<file path="src/rtl/vending_machine_param.sv">
// Parametrised multi-product vending controller: credit collection with a cap,
// per-product stock, change return, cancel/timeout refund and restock.
module vending_machine_param #(
  parameter int unsigned NUM_CANS   = 4,
  parameter int unsigned CHOICE_W   = 2,
  parameter int unsigned CREDIT_W   = 4,
  parameter int unsigned MAX_CREDIT = 6,
  parameter logic [NUM_CANS*CREDIT_W-1:0] PRICE_LIST = {4'd4, 4'd3, 4'd2, 4'd1},
  parameter int unsigned STOCK_W    = 3,
  parameter int unsigned STOCK_INIT = 5,
  parameter int unsigned TIMEOUT    = 16
) (
  input  logic                clk,
  input  logic                async_reset_n,
  input  logic [1:0]          coin_in,
  input  logic                choose,
  input  logic [CHOICE_W-1:0] can_choice,
  input  logic                cancel,
  input  logic                restock,
  output logic                can_valid,
  output logic [CHOICE_W-1:0] can_out,
  output logic                change_valid,
  output logic [CREDIT_W-1:0] change_out,
  output logic                eject_out,
  output logic                deny,
  output logic [CREDIT_W-1:0] credit,
  output logic [NUM_CANS-1:0] sold_out,
  output logic                busy
);

  localparam int unsigned TMR_W = $clog2(TIMEOUT + 1);

  typedef enum logic [1:0] {IDLE, COLLECT, VEND, CHANGE} state_t;

  state_t              state, state_nxt;
  logic [CREDIT_W-1:0] credit_nxt;
  logic [TMR_W-1:0]    tmr, tmr_nxt;
  logic [STOCK_W-1:0]  stock     [NUM_CANS];
  logic [STOCK_W-1:0]  stock_nxt [NUM_CANS];

  logic                can_valid_nxt, change_valid_nxt, eject_nxt, deny_nxt, busy_nxt;
  logic [CHOICE_W-1:0] can_out_nxt;
  logic [CREDIT_W-1:0] change_out_nxt;
  logic [NUM_CANS-1:0] sold_out_nxt;

  logic                coin_valid, coin_any, coin_fits;
  logic [CREDIT_W-1:0] coin_val;
  logic [CREDIT_W:0]   coin_sum;
  logic                sel_hit, sel_ok;
  logic [CREDIT_W-1:0] sel_price;
  logic [STOCK_W-1:0]  sel_stock;

  always_ff @(posedge clk or negedge async_reset_n) begin
    if (!async_reset_n) begin
      state        <= IDLE;
      credit       <= '0;
      tmr          <= '0;
      for (int unsigned i = 0; i < NUM_CANS; i++) stock[i] <= STOCK_W'(STOCK_INIT);
      can_valid    <= 1'b0;
      can_out      <= '0;
      change_valid <= 1'b0;
      change_out   <= '0;
      eject_out    <= 1'b0;
      deny         <= 1'b0;
      sold_out     <= '0;
      busy         <= 1'b0;
    end else begin
      state        <= state_nxt;
      credit       <= credit_nxt;
      tmr          <= tmr_nxt;
      stock        <= stock_nxt;
      can_valid    <= can_valid_nxt;
      can_out      <= can_out_nxt;
      change_valid <= change_valid_nxt;
      change_out   <= change_out_nxt;
      eject_out    <= eject_nxt;
      deny         <= deny_nxt;
      sold_out     <= sold_out_nxt;
      busy         <= busy_nxt;
    end
  end

  always_comb begin
    coin_valid = (coin_in == 2'd1) || (coin_in == 2'd2);
    coin_any   = (coin_in != 2'd0);
    coin_val   = CREDIT_W'(coin_in);
    // Widened by one bit so a near-full credit cannot wrap past the cap.
    coin_sum   = {1'b0, credit} + {1'b0, coin_val};
    coin_fits  = coin_sum <= (CREDIT_W+1)'(MAX_CREDIT);

    sel_hit   = 1'b0;
    sel_price = '0;
    sel_stock = '0;
    for (int unsigned i = 0; i < NUM_CANS; i++) begin
      if (CHOICE_W'(i) == can_choice) begin
        sel_hit   = 1'b1;
        sel_price = PRICE_LIST[i*CREDIT_W +: CREDIT_W];
        sel_stock = stock[i];
      end
    end
    sel_ok = sel_hit && (sel_stock != '0) && (credit >= sel_price);

    for (int unsigned i = 0; i < NUM_CANS; i++) sold_out_nxt[i] = (stock[i] == '0);
  end

  // VEND/CHANGE actions are registered on the edge that enters the state,
  // so each pulse is visible exactly while busy reports that state.
  always_comb begin
    state_nxt        = state;
    credit_nxt       = credit;
    tmr_nxt          = tmr;
    stock_nxt        = stock;
    can_valid_nxt    = 1'b0;
    can_out_nxt      = '0;
    change_valid_nxt = 1'b0;
    change_out_nxt   = '0;
    eject_nxt        = 1'b0;
    deny_nxt         = 1'b0;

    case (state)
      IDLE: begin
        if (coin_valid) begin
          credit_nxt = coin_val;
          tmr_nxt    = '0;
          state_nxt  = COLLECT;
        end else if (coin_any) begin
          eject_nxt = 1'b1;
        end
        if (restock) begin
          for (int unsigned i = 0; i < NUM_CANS; i++) stock_nxt[i] = STOCK_W'(STOCK_INIT);
        end
        if (choose) deny_nxt = 1'b1;
      end

      COLLECT: begin
        if (cancel) begin
          eject_nxt        = coin_any;
          change_valid_nxt = 1'b1;
          change_out_nxt   = credit;
          credit_nxt       = '0;
          tmr_nxt          = '0;
          state_nxt        = CHANGE;
        end else if (choose) begin
          eject_nxt = coin_any;
          tmr_nxt   = '0;
          if (sel_ok) begin
            can_valid_nxt = 1'b1;
            can_out_nxt   = can_choice;
            credit_nxt    = credit - sel_price;
            for (int unsigned i = 0; i < NUM_CANS; i++) begin
              if (CHOICE_W'(i) == can_choice) stock_nxt[i] = stock[i] - 1'b1;
            end
            state_nxt = VEND;
          end else begin
            deny_nxt = 1'b1;
          end
        end else if (coin_any) begin
          tmr_nxt = '0;
          if (coin_valid && coin_fits) credit_nxt = coin_sum[CREDIT_W-1:0];
          else                         eject_nxt  = 1'b1;
        end else if (tmr == TMR_W'(TIMEOUT - 1)) begin
          change_valid_nxt = 1'b1;
          change_out_nxt   = credit;
          credit_nxt       = '0;
          tmr_nxt          = '0;
          state_nxt        = CHANGE;
        end else begin
          tmr_nxt = tmr + 1'b1;
        end
      end

      VEND: begin
        eject_nxt = coin_any;
        deny_nxt  = choose;
        if (credit != '0) begin
          change_valid_nxt = 1'b1;
          change_out_nxt   = credit;
          credit_nxt       = '0;
          state_nxt        = CHANGE;
        end else begin
          state_nxt = IDLE;
        end
      end

      CHANGE: begin
        eject_nxt = coin_any;
        deny_nxt  = choose;
        state_nxt = IDLE;
      end

      default: state_nxt = IDLE;
    endcase

    busy_nxt = (state_nxt == VEND) || (state_nxt == CHANGE);
  end

endmodule

</file>
<file path="config.mk">
export PLATFORM = sky130hd
export DESIGN_NAME = vending_machine_param
export DESIGN_NICKNAME = d
export VERILOG_FILES = /design/src/rtl/vending_machine_param.sv
export SDC_FILE = /design/constraint.sdc
export NUM_CORES = 1
export LEC_CHECK = 0
export BUFFER_PORTS_ARGS = -buffer_cell sky130_fd_sc_hd__buf_2
export CORE_MARGIN = 10
export CORE_UTILIZATION = 50
export CTS_BUF_LIST = sky130_fd_sc_hd__clkbuf_8
export CTS_CLUSTER_DIAMETER = 120
export DETAILED_ROUTE_END_ITERATION = 8
export GPL_ROUTABILITY_DRIVEN = 0
export HOLD_SLACK_MARGIN = 0.03
export MAX_ROUTING_LAYER = met4
export PLACE_DENSITY = 0.7
export SYNTH_ARGS = -nofsm -noshare
export SYNTH_HDL_FRONTEND = slang
export SYNTH_SLANG_ARGS = --single-unit
</file>
<file path="constraint.sdc">
create_clock -name clk -period 2.85 [get_ports clk]
set_clock_uncertainty 0.15 [all_clocks]
set_input_delay 0.285 -clock clk [delete_from_list [all_inputs] [get_ports clk]]
set_output_delay 0.285 -clock clk [all_outputs]
set_load 0.05 [all_outputs]
</file>
======== Word-level counts from Yosys, hierarchy flattened ========
Index checks and enable logic that the tools add are counted.
operators by class
  magnitude comparators ................... 2
  reductions and logical operators ........ 23
  equality and inequality tests ........... 24
  mux-type cells .......................... 76
  $add $sub $neg .......................... 7
operators by type and width
  cell                 number
  $mux 4               16
  $mux 12              4
  $reduce_and 6->1     5
  $mux 5               5
  $mux 1               24
  $mux 3               8
  $pmux 12 s2          1
  $mux 2               11
  $ne 2x2->1 const B   10
  $logic_not 3->1      4
  $pmux 4 s3           1
  $sub 3x1->3 const B  4
  $eq 2x2->1 const B   5
  $ne 5x5->1 const B   2
  $pmux 5 s2           1
  $pmux 2 s4           1
  $pmux 4 s2           1
  $pmux 1 s3           2
  $reduce_bool 3->1    2
  $add 4x2->5          1
  $add 5x1->5 const B  1
  $eq 5x4->1 const B   1
  $le 5x3->1 const B   1
  $eq 2x1->1 const B   2
  other kinds (13)     19
word-level totals
  logic and storage cells ................. 147
  input bits .............................. 9
  output and inout port bits .............. 19
  bits in registers ....................... 38

======== Depth between registers and ports, before layout ========
Gate-level depths: netlist (run 1).
  depth in word-level cells ............... 14
  depth in mapped cells ................... 9
  depth with buffers taken out ............ 9

======== Worst setup path after synthesis (run 1) ========
No wires, ideal clock.
  kind .................................... register to register
  from .................................... register credit[0]
  to ...................................... register credit[0]
  buffers on the path ..................... 0
  data arrival time ....................... 2.546 ns
  setup time .............................. 0.125 ns
  data required time ...................... 2.575 ns
  clock period less this slack ............ 2.822 ns
  slack ................................... 0.028 ns
  stages on the path, launching flop included .. 10
  cells stage by stage .................... dfrtp_1 > inv_1 > ha_1 > inv_1 > fa_1 > a21o_1 > a211o_1 > o311a_4 > o221a_4 > mux2_4
on the way
  word-level cells in the longest chain between the ends .. 6
  elaborated cells on any way between the ends .. 17
  classes of those cells .................. add/sub: 2; order compare: 2; eq/ne: 3; mux: 6; reduce/logical: 4
RTL lines
  item                                                 line  RTL
  from (decl)                                          26    output logic [CREDIT_W-1:0] credit,
  from (signal assigned)                               69    credit <= credit_nxt;
  branches (longest 6 deep; another with $add 4x2->5)  n/a
Several ways; the timed one is not identified. The select of a mux whose other input is x is not followed.
A chain may end at the register's enable or synchronous reset.

======== Worst setup path in the final report (run 1) ========
  from .................................... register credit[0]
  to ...................................... register credit[2]
Same word-level chain as after synthesis.

==> metrics.log, run 1 <==
[metrics] DRC violation count after routing: 0
[metrics] top cells by area in the synthesized netlist: sky130_fd_sc_hd__dfrtp_1, sky130_fd_sc_hd__ha_1, sky130_fd_sc_hd__dfstp_2
[metrics] critical register-to-register path endpoint: credit[2]$_DFFE_PN0P_
[metrics] worst setup path class: flip-flop to flip-flop
[metrics] Clock Sink Count: 37
[metrics] worst-path cell chain: buf_4 > ha_1 > inv_1 > fa_1 > nor3b_1 > a21oi_1 > o211a_1 > o221a_4 > mux2_4
[metrics] VDD IR-drop max: 0.373 mV
[metrics] largest net degree at the start of global routing: 38
[metrics] number of instances in the synthesized netlist: 249
[metrics] Required @ worst endpoint: 2.86 ns
[metrics] critical path peak fanout: 5
[metrics] overall die height: 89.8 µm
[metrics] Setup crit end kind: flip-flop
[metrics] final standard cell count with taps included and fillers excluded: 351
[metrics] startpoint type of the worst setup path: flip-flop
[metrics] Floorplan Core Area: 4720 µm²
[metrics] vias per inst: 5.47
[metrics] most used flip-flop cell after synthesis: sky130_fd_sc_hd__dfrtp_1
[metrics] worst hold slack: 0.173 ns
[metrics] Max-cap violations: 0
[metrics] number of placement rows: 25
[metrics] antenna fix cells: 0
[metrics] Final nets: 320
[metrics] post-layout utilization of the core: 59.3%
[metrics] synthesis-stage register bit count: 37
[metrics] Worst EP arrival: 2.65 ns
[metrics] fin crit share: 92.4%
[metrics] top cell type by total area after synthesis: sky130_fd_sc_hd__dfrtp_1
[metrics] number of synthesized flops with an enable pin: 0
[metrics] residual overflow from global routing: 0
[metrics] clock edge transition at the registers on the reported setup and hold paths: 0.07 ns
[metrics] clk_lat worst skew: 0.29 ns
[metrics] H-tree depth: 2
[metrics] slowest cell on the critical path: sky130_fd_sc_hd__fa_1
[metrics] syn_nets: 286
[metrics] reported leakage power: 1.42 nW
[metrics] share of synthesized area occupied by flip-flops and latches: 38.4%
[metrics] RSZ-0062 raised after global routing: false
[metrics] pre-CTS worst setup slack: 0.0679 ns
[metrics] actual slew at the worst max-slew pin: 0.812 ns
[metrics] die area: 8060 µm²
[metrics] Post-Route Setup TNS: 0 ns
[metrics] Worst path max stage delay: 0.46 ns
[metrics] Worst Hold Path EP: can_out[0]$_DFF_PN0_
[metrics] achievable frequency: 380 MHz
[metrics] number of buffers inserted during clock tree synthesis: 5
[metrics] wire per inst: 15.0 µm
[metrics] Detailed Route WL: 5250 µm
[metrics] synthesized cell area: 2440 µm²
[metrics] Worst R2R Start: credit[0]$_DFFE_PN0P_
[metrics] initial core utilization: 51.6%
[metrics] Final Max Tran Viols: 0
[metrics] Bufs on Longest Clock Path: 2
[metrics] Total Routing Usage GR: 13.7%
[metrics] dpl hpwl: 4000 µm
[metrics] initial DRC count: 101
[metrics] Design Power: 2.77 mW
[metrics] signed area change from the synthesized netlist to the final layout: 14.9%
[metrics] total setup violations reported at the end of the flow: 0
[metrics] worst-case headroom to the max-slew limit: 45.9%
[metrics] initial antenna violation count: 0
[metrics] post-layout worst setup margin: 0.216 ns
[metrics] post-placement cell count: 342
[metrics] Setup Fix Bufs, Post-CTS: 0
[metrics] routed via count: 1920
[metrics] reg2reg setup slack: 0.22 ns
[metrics] IO Count: 28
[metrics] fraction of synthesized cell area taken by the top area cell type: 29.8%
[metrics] drt pass-1 iters: 4
[metrics] post-route cell area: 2800 µm²
[metrics] Die Wd: 89.8 µm
[metrics] port buffer count: 27
[metrics] TritonCTS clock tree: yes
[metrics] depth of the worst hold-timing path: 2
[metrics] beginning of the worst hold path: can_choice[0]
[metrics] mean instance size in the synthesized netlist: 9.78 µm²
[metrics] area post-placement: 2670 µm²
[metrics] fraction of final layout cells with drive strength greater than 1: 21.5%
[metrics] total of warnings raised by yosys: 0
[metrics] clock period minus worst slack: 2.63 ns
[metrics] vias in the first global route: 1936
[metrics] Final ANT Viol Nets: 0
[metrics] result of the run: complete, no violations
[metrics] post-synthesis cell type count: 56
[metrics] FFs w/ async S/R, synth: 100%
[metrics] PwrDens: 988 nW/µm²
[metrics] Tightest Hold Check Type: input pin to flip-flop
[metrics] wire length of the first global-routing pass: 9260 µm
[metrics] Final Hold Violating Endpoints: 0
[metrics] R2R depth: 9
[metrics] Root Buffer Master: sky130_fd_sc_hd__clkbuf_8
-- registers in the layout, summed over array words and instances, names as in the netlist --
register and flops:
busy 1, can_out 2, can_valid 1, change_out 4, change_valid 1, credit 4, deny 1, eject_out 1
sold_out 4, state 1, stock 12, tmr 5
-- worst max-delay path by stage --
stage                     depth (start not counted)                  start                     to  slack [ns]
after global routing                              9  credit[0]$_DFFE_PN0P_  credit[0]$_DFFE_PN0P_        0.13
after detailed placement                         11          can_choice[0]   stock[7]$_DFFE_PN0P_        0.07
after floorplan                                   9  credit[0]$_DFFE_PN0P_  credit[0]$_DFFE_PN0P_        0.03
after global placement                           10          can_choice[0]  credit[0]$_DFFE_PN0P_        0.10
after CTS                                         9  credit[0]$_DFFE_PN0P_  credit[2]$_DFFE_PN0P_        0.22
final                                             9  credit[0]$_DFFE_PN0P_  credit[2]$_DFFE_PN0P_        0.22
-- report_power, final --
part / total [mW] / internal (mW) / switching (mW) / leakage (nW)
registers: 0.788 / 0.681 / 0.107 / 0.475
logic: 1.51 / 0.581 / 0.933 / 0.885
clock network: 0.464 / 0.282 / 0.182 / 0.0626
-- cells in the mapped netlist (all sizes together), types with 3 or more instances --
| library cell | n |
|---|---|
| and3 | 4 |
| o22ai | 3 |
| nand2 | 14 |
| nor3 | 5 |
| nor2b | 5 |
| a311oi | 4 |
| nand4 | 4 |
| nor2 | 13 |
| o21a | 4 |
| ha | 26 |
| nand3 | 7 |
| dfstp | 8 |
| mux2i | 5 |
| a21o | 8 |
| inv | 30 |
| clkbuf | 5 |
| and2 | 5 |
| a21oi | 10 |
| dfrtp | 29 |
| o21ai | 14 |
| nor4 | 4 |
-- layout make-up --
class | instances | area, µm²
clock inverter | 2 | 33.8
clock buffer | 6 | 82.6
tap | 67 | 83.8
inverter | 30 | 113
timing repair buffer | 34 | 190
fill | 418 | 1920
multi-input combinational | 175 | 1360
sequential | 37 | 936
-- layout by cell type, fill, tap and decap left out, types with 4 or more instances in the layout --
master	Yosys	routed
sky130_fd_sc_hd__a21o_1	6	6
sky130_fd_sc_hd__a21oi_1	10	10
sky130_fd_sc_hd__a311oi_1	4	4
sky130_fd_sc_hd__and2_1	4	4
sky130_fd_sc_hd__buf_2	0	27
sky130_fd_sc_hd__buf_4	0	6
sky130_fd_sc_hd__clkbuf_8	0	6
sky130_fd_sc_hd__dfrtp_1	29	29
sky130_fd_sc_hd__dfstp_2	8	8
sky130_fd_sc_hd__ha_1	26	26
sky130_fd_sc_hd__inv_1	30	31
sky130_fd_sc_hd__mux2i_1	5	5
sky130_fd_sc_hd__nand2_1	14	14
sky130_fd_sc_hd__nand3_1	7	7
sky130_fd_sc_hd__nand4_1	4	4
sky130_fd_sc_hd__nor2_1	13	13
sky130_fd_sc_hd__nor2b_1	5	5
sky130_fd_sc_hd__nor3_1	5	5
sky130_fd_sc_hd__nor4_1	4	4
sky130_fd_sc_hd__o21a_1	4	4
sky130_fd_sc_hd__o21ai_0	14	14
-- cells by family (layout without fill, tap and decap cells) --
group           after synthesis  count (layout)  synth area share, %
mux                           7               7                 3.29
compound gates               64              64                 19.8
xor+xnor                      2               2                0.719
buf+inv                      37              72                 5.70
fa+ha+maj                    28              28                 15.0
simple gates                 74              74                 17.1
flops                        37              37                 38.4
-- repair_timing --
action | in CTS | in global routing
hold buffers | 1 | 0
endpoints found under the hold margin | 29 | 0
endpoints found under the setup margin | 0 | 0
gates resized for setup | 0 | 0
-- worst max-delay path, delay by kind of cell (launching register included) --
kind / cells / cell delay, ns
AOI/OAI and AO/OA: 3 / 0.61
DFF: 1 / 0.38
adders and majority gates: 2 / 0.66
buffers and inverters: 2 / 0.23
muxes: 1 / 0.30
and+or+nand+nor: 1 / 0.20
-- routing by layer --
metal | share of wire, % | track usage, % | vias up | wire, µm
met5 | 0 | - | - | 0
met4 | 1.4 | 4.31 | 0 | 73
met3 | 4.7 | 3.99 | 8 | 249
met2 | 45 | 20.8 | 49 | 2340
met1 | 49 | 17.1 | 901 | 2590
li1 | - | - | 962 | -
Power figures use the tool's default switching activity.
==> inputs of run 2 (changes only) <==
CORE_UTILIZATION = 55   (was 50)
PLACE_DENSITY = 0.76   (was 0.7)
==> run 2 against run 1 <==
Net effect: final area decreased by 1.6%; wire length fell by 2.6%; via count increased by 0.42%.
==> metrics.log, run 2 (synthesized netlist as in run 1, its figures left out) <==
[metrics] registers with the highest flip-flop counts: stock x12, tmr x5
[metrics] initial core utilization: 56.3% (+4.8 points)
[metrics] Worst EP arrival: 2.72 ns (+0.07 ns)
[metrics] critical path peak fanout: 8 (+3)
[metrics] initial antenna violation count: 0 (unchanged)
[metrics] worst-case headroom to the max-slew limit: 46.7% (+0.84 points)
[metrics] Top reg by flops: stock
[metrics] wire length of the first global-routing pass: 8780 µm (-5.2%)
[metrics] cell type with the highest occurrence count on the critical path: sky130_fd_sc_hd__inv_1
[metrics] wire per inst: 15.2 µm (+1.7%)
[metrics] residual overflow from global routing: 0 (unchanged)
[metrics] signed area change from the synthesized netlist to the final layout: 13.1%
[metrics] clock edge transition at the registers on the reported setup and hold paths: 0.07 ns (about the same)
[metrics] Final ANT Viol Nets: 0 (unchanged)
[metrics] Required @ worst endpoint: 2.87 ns (about the same)
[metrics] reported leakage power: 1.41 nW (-0.63%)
[metrics] commonest cells after routing, fill and taps aside: sky130_fd_sc_hd__inv_1, sky130_fd_sc_hd__dfrtp_1, sky130_fd_sc_hd__buf_2
[metrics] worst-path cell chain: inv_1 > ha_1 > inv_1 > fa_1 > a21o_1 > a211o_1 > o311a_4 > o221a_4 > mux2_4
[metrics] fraction of final layout cells with drive strength greater than 1: 21.1% (-0.35 points)
[metrics] number of flip-flops in the largest register: 12 (unchanged)
[metrics] post-route cell area: 2760 µm² (-1.6%)
[metrics] dpl hpwl: 3900 µm (-2.5%)
[metrics] Clock Power Share: 13.9% (-2.9 points)
[metrics] Seq pwr share: 30.1% (+1.6 points)
[metrics] RSZ-0062 raised after global routing: false
[metrics] overall die height: 86.6 µm (-3.6%)
[metrics] actual slew at the worst max-slew pin: 0.799 ns (-0.0126 ns)
[metrics] Die Wd: 86.6 µm (-3.6%)
[metrics] pre-CTS worst setup slack: 0.0331 ns (-0.0348 ns)
[metrics] NetSw: 1.21 mW (-1.3%)
[metrics] number of fill cells in the layout: 360 (-14%)
[metrics] number of buffers inserted during clock tree synthesis: 5 (unchanged)
[metrics] area post-placement: 2660 µm² (-0.70%)
[metrics] buffers plus inverters on the worst setup path: 2 (unchanged)
[metrics] post-layout worst setup margin: 0.151 ns (-0.0645 ns)
[metrics] clk_lat worst skew: 0.29 ns (about the same)
[metrics] CP top delay family: compound AO/OA/AOI/OAI gates
[metrics] IO Count: 28 (unchanged)
[metrics] largest net degree at the start of global routing: 38 (unchanged)
[metrics] Final Hold Violating Endpoints: 0 (unchanged)
[metrics] Detailed Route WL: 5110 µm (-2.6%)
[metrics] fin crit share: 94.7% (+2.3 points)
[metrics] Root Buffer Master: sky130_fd_sc_hd__clkbuf_8
[metrics] VDD IR-drop max: 0.342 mV (-8.2%)
[metrics] Worst path max stage delay: 0.44 ns (-0.02 ns)
[metrics] proportion of total power due to net switching: 45.6% (+1.4 points)
[metrics] Bufs on Longest Clock Path: 2 (unchanged)
[metrics] Tightest Hold Check Type: input pin to flip-flop
[metrics] total internal power: 1.44 mW (-6.7%)
[metrics] Clock Sink Count: 37 (unchanged)
[metrics] number of placement rows: 24 (-4.0%)
[metrics] H-tree depth: 2 (unchanged)
[metrics] drt pass-1 iters: 4 (unchanged)
[metrics] total setup violations reported at the end of the flow: 0 (unchanged)
[metrics] Setup Fix Bufs, Post-CTS: 0 (unchanged)
[metrics] area of all sequential standard cells: 936 µm² (unchanged)
[metrics] vias in the first global route: 1891 (-2.3%)
[metrics] startpoint type of the worst setup path: flip-flop
[metrics] routed via count: 1928 (+0.42%)
[metrics] Final nets: 320 (unchanged)
[metrics] result of the run: complete, no violations
[metrics] achievable frequency: 371 MHz (-2.4%)
[metrics] Floorplan Core Area: 4320 µm² (-8.5%)
[metrics] port buffer count: 27 (unchanged)
[metrics] Final Max Tran Viols: 0 (unchanged)
[metrics] worst setup path class: flip-flop to flip-flop
[metrics] Post-Route Setup TNS: 0 ns (unchanged)
[metrics] slowest cell on the critical path: sky130_fd_sc_hd__dfrtp_1
[metrics] Setup crit end kind: flip-flop
[metrics] clock period minus worst slack: 2.70 ns (+0.0645 ns)
[metrics] Max-cap violations: 0 (unchanged)
[metrics] DRC violation count after routing: 0 (unchanged)
[metrics] initial DRC count: 130 (+29%)
[metrics] vias per inst: 5.74 (+4.9%)
[metrics] area of the multi-input gates: 1360 µm² (unchanged)
[metrics] antenna fix cells: 0 (unchanged)
[metrics] Total Routing Usage GR: 14.6% (+0.85 points)
[metrics] PwrDens: 961 nW/µm² (-2.7%)
[metrics] portion of total power attributed to combinational logic: 56.0% (+1.3 points)
[metrics] TritonCTS clock tree: yes
[metrics] most frequent standard cell in the layout excluding fill and tap cells: sky130_fd_sc_hd__inv_1
[metrics] die area: 7490 µm² (-7.1%)
## run 2: per-stage QoR
step	hold WS, ns	power [mW]	util [%]	instances
floorplan	-0.161	1.92	-	249
global placement	0.267	2.25	61.4	327
detailed placement	0.275	2.28	61.4	327
CTS	0.187	2.66	63.7	336
global route	0.196	2.86	63.7	336
finish	0.187	2.65	63.7	336
## run 2: final timing paths
| check | slack (ns) | start | to | cells after the start |
|---|---|---|---|---|
| setup reg to reg | 0.15 | credit[0]$_DFFE_PN0P_ | credit[2]$_DFFE_PN0P_ | 9 |
| setup / recovery | 0.15 | credit[0]$_DFFE_PN0P_ | credit[2]$_DFFE_PN0P_ | 9 |
| min in group asynchronous | 0.46 | async_reset_n | eject_out$_DFF_PN0_ | 2 |
| max in group asynchronous | 1.58 | async_reset_n | stock[10]$_DFFE_PN0P_ | 2 |
| hold reg to reg | 0.33 | tmr[3]$_DFFE_PN0P_ | tmr[3]$_DFFE_PN0P_ | 1 |
| hold / removal | 0.19 | can_choice[1] | can_out[1]$_DFF_PN0_ | 2 |
## run 2: power groups by stage
stage / sequential (mW) / combinational, mW / clock, mW
after detailed placement: 0.806 / 1.48 / 0
after global placement: 0.803 / 1.45 / 0
final: 0.797 / 1.48 / 0.369
after global routing: 0.819 / 1.65 / 0.394
after CTS: 0.797 / 1.49 / 0.380
after floorplan: 0.970 / 0.952 / 0
## run 2: cell type report
type                            count  share of cell area, %
Multi-Input combinational cell    175                   49.4
Sequential cell                    37                   34.0
Timing Repair Buffer               34                   6.90
Clock buffer                        6                   3.00
Clock inverter                      2                  0.272
Tap cell                           52                   2.36
Inverter                           30                   4.09
## run 2: metal layers
metal	GRT usage (%)	vias to the layer above	part of all wire (%)
met5	-	-	0
met3	4.22	6	6.5
met1	18.0	912	47
met2	22.3	47	45
li1	-	963	-
met4	4.71	0	1.2
## run 2: repair_timing
| item | CTS | global route |
|---|---|---|
| hold buffers | 1 | 0 |
| hold endpoints to repair | 29 | 0 |
| resized for setup | 0 | 0 |
| endpoints found under the setup margin | 0 | 0 |
==> inputs of run 3 (changes only) <==
ABC_CLOCK_PERIOD_IN_PS = 2850   (was not set)
GPL_TIMING_DRIVEN = 0   (was not set)
==> run 3 against run 2 <==
Net effect: total power rose by 3.0%; combinational power increased by 3%; hold slack worse by 0.015 ns; wire length increased by 3.2%; sequential share of layout area shrank 0.14 points; setup slack got worse by 0.049 ns; count of clock-buffer cells in the layout rose by 1; critical path depth unchanged; maximum frequency decreased by 1.8%; sequential power decreased by 1%.
==> metrics.log, run 3 (synthesized netlist as in run 1, its figures left out) <==
[metrics] result of the run: complete, no violations
[metrics] number of fill cells in the layout: 370 (+2.8%)
[metrics] wire length of the first global-routing pass: 9120 µm (+3.9%)
[metrics] Design Power: 2.73 mW (+3.0%)
[metrics] number of buffers inserted during clock tree synthesis: 5 (unchanged)
[metrics] wire per inst: 15.6 µm (+2.6%)
[metrics] Die Wd: 86.6 µm (unchanged)
[metrics] die area: 7490 µm² (unchanged)
[metrics] critical register-to-register path endpoint: credit[0]$_DFFE_PN0P_
[metrics] reg2reg setup slack: 0.10 ns (-0.05 ns)
[metrics] area of all sequential standard cells: 937 µm² (+0.13%)
[metrics] initial antenna violation count: 0 (unchanged)
[metrics] commonest cells after routing, fill and taps aside: sky130_fd_sc_hd__inv_1, sky130_fd_sc_hd__dfrtp_1, sky130_fd_sc_hd__buf_2
[metrics] Top reg by flops: stock
[metrics] clock period minus worst slack: 2.75 ns (+0.0486 ns)
[metrics] R2R depth: 9 (unchanged)
[metrics] initial core utilization: 56.3% (unchanged)
[metrics] Tightest Hold Check Type: input pin to flip-flop
[metrics] fraction of final layout cells with drive strength greater than 1: 21.0% (-0.15 points)
[metrics] critical path peak fanout: 8 (unchanged)
[metrics] overall die height: 86.6 µm (unchanged)
[metrics] antenna fix cells: 0 (unchanged)
[metrics] Worst R2R Start: credit[0]$_DFFE_PN0P_
[metrics] depth of the worst hold-timing path: 2 (unchanged)
[metrics] clock edge transition at the registers on the reported setup and hold paths: 0.07 ns (about the same)
[metrics] most frequent standard cell in the layout excluding fill and tap cells: sky130_fd_sc_hd__inv_1
[metrics] Worst EP arrival: 2.77 ns (+0.05 ns)
[metrics] total internal power: 1.48 mW (+2.7%)
[metrics] vias per inst: 5.73 (-0.13%)
[metrics] TritonCTS clock tree: yes
[metrics] post-layout utilization of the core: 64.1% (+0.35 points)
[metrics] VDD IR-drop max: 0.342 mV (about the same)
[metrics] Post-Route Setup TNS: 0 ns (unchanged)
[metrics] signed area change from the synthesized netlist to the final layout: 13.7%
[metrics] proportion of total power due to net switching: 45.7% (+0.16 points)
[metrics] RSZ-0062 raised after global routing: false
[metrics] worst-case headroom to the max-slew limit: 47.7% (+1.0 points)
[metrics] achievable frequency: 364 MHz (-1.8%)
[metrics] clk_lat worst skew: 0.29 ns (about the same)
[metrics] total setup violations reported at the end of the flow: 0 (unchanged)
[metrics] registers with the highest flip-flop counts: stock x12, tmr x5
[metrics] Clock Sink Count: 37 (unchanged)
[metrics] number of flip-flops in the largest register: 12 (unchanged)
[metrics] H-tree depth: 2 (unchanged)
[metrics] area of the multi-input gates: 1370 µm² (+0.83%)
[metrics] PwrDens: 984 nW/µm² (+2.4%)
[metrics] Final Max Tran Viols: 0 (unchanged)
[metrics] IO Count: 28 (unchanged)
[metrics] Final ANT Viol Nets: 0 (unchanged)
[metrics] startpoint type of the worst setup path: flip-flop
[metrics] Bufs on Longest Clock Path: 2 (unchanged)
[metrics] final standard cell count with taps included and fillers excluded: 338 (+0.60%)
[metrics] reported leakage power: 1.40 nW (-1.2%)
[metrics] Max-cap violations: 0 (unchanged)
[metrics] Detailed Route WL: 5280 µm (+3.2%)
[metrics] port buffer count: 26 (-3.7%)
[metrics] Required @ worst endpoint: 2.87 ns (about the same)
[metrics] Root Buffer Master: sky130_fd_sc_hd__clkbuf_8
[metrics] Total Routing Usage GR: 15.3% (+0.71 points)
[metrics] dpl hpwl: 3960 µm (+1.5%)
[metrics] number of placement rows: 24 (unchanged)
[metrics] initial DRC count: 105 (-19%)
[metrics] residual overflow from global routing: 0 (unchanged)
[metrics] largest net degree at the start of global routing: 38 (unchanged)
[metrics] drt pass-1 iters: 4 (unchanged)
[metrics] post-placement cell count: 327 (unchanged)
[metrics] beginning of the worst hold path: can_choice[1]
[metrics] vias in the first global route: 1893 (+0.11%)
[metrics] routed via count: 1937 (+0.47%)
[metrics] worst hold slack: 0.172 ns (-0.0152 ns)
[metrics] NetSw: 1.25 mW (+3.3%)
[metrics] portion of total power attributed to combinational logic: 56.2% (+0.2 points)
[metrics] Worst Hold Path EP: can_out[1]$_DFF_PN0_
[metrics] Clock Power Share: 14.8% (+0.9 points)
[metrics] Final Hold Violating Endpoints: 0 (unchanged)
[metrics] DRC violation count after routing: 0 (unchanged)
[metrics] worst setup path class: flip-flop to flip-flop
[metrics] actual slew at the worst max-slew pin: 0.784 ns (-0.0152 ns)
[metrics] Setup crit end kind: flip-flop
[metrics] Seq pwr share: 29.0% (-1.1 points)
[metrics] Floorplan Core Area: 4320 µm² (unchanged)
[metrics] Final nets: 322 (+0.63%)
[metrics] fin crit share: 96.4% (+1.7 points)
## run 3: changes by cell type in the layout (fill, tap and decap cells not counted), sizes merged
cell	before	now
buf	33	30
clkbuf	6	12
clkinv	0	1
inv	32	30
## run 3: critical path, stage by stage, from the launching register on
cell,delay (ns)
sky130_fd_sc_hd__dfrtp_2,0.43
sky130_fd_sc_hd__inv_1,0.08
sky130_fd_sc_hd__ha_2,0.18
sky130_fd_sc_hd__inv_1,0.05
sky130_fd_sc_hd__fa_1,0.39
sky130_fd_sc_hd__a21o_1,0.18
sky130_fd_sc_hd__a211o_4,0.37
sky130_fd_sc_hd__o311a_4,0.17
sky130_fd_sc_hd__o221a_4,0.33
sky130_fd_sc_hd__mux2_4,0.30
## run 3: how the worst max path moves through the flow
stage	startpoint	endpoint
6_report	credit[0]$_DFFE_PN0P_	credit[0]$_DFFE_PN0P_
3_5_place_dp	can_choice[0]	credit[0]$_DFFE_PN0P_
2_1_floorplan	credit[0]$_DFFE_PN0P_	credit[0]$_DFFE_PN0P_
4_1_cts	credit[0]$_DFFE_PN0P_	credit[0]$_DFFE_PN0P_
5_1_grt	credit[0]$_DFFE_PN0P_	credit[0]$_DFFE_PN0P_
3_3_place_gp	can_choice[0]	credit[2]$_DFFE_PN0P_
## run 3: per-layer routing
| layer | vias to the layer above | global-route usage (%) | wire [µm] |
|---|---|---|---|
| li1 | 966 | - | - |
| met1 | 916 | 19.4 | 2520 |
| met2 | 45 | 22.7 | 2350 |
| met3 | 10 | 4.32 | 282 |
| met4 | 0 | 5.45 | 118 |
| met5 | - | - | 0 |
## run 3: final cells by class
type | instances | share of cell area, %
multi-input combinational | 175 | 49.5
buffer | 7 | 0.949
tap | 52 | 2.35
clock buffer | 7 | 3.48
clock inverter | 1 | 0.181
sequential | 37 | 33.8
inverter | 30 | 4.07
timing repair buffer | 29 | 5.60
## run 3: power groups by stage
stage / sequential, mW / clock [mW] / combinational (mW)
6_report: 0.789 / 0.404 / 1.53
5_1_grt: 0.808 / 0.430 / 1.70
4_1_cts: 0.791 / 0.411 / 1.49
3_5_place_dp: 0.800 / 0 / 1.48
3_3_place_gp: 0.795 / 0 / 1.43
2_1_floorplan: 0.970 / 0 / 0.952
## run 3: timing repair
item / 4_1_cts / 5_1_grt
buffers inserted: 0 / 2
gates resized for setup: 0 / 3
hold endpoints to repair: 29 / 0
hold buffers: 1 / 0
setup endpoints to repair: 0 / 2
## run 3: through the flow
step	setup WS, ns	area (µm²)
2_1_floorplan	0.0285	2440
3_5_place_dp	-0.0855	2630
3_3_place_gp	-0.0465	2630
6_report	0.102	2770
4_1_cts	0.0214	2740
5_1_grt	0.00720	2770
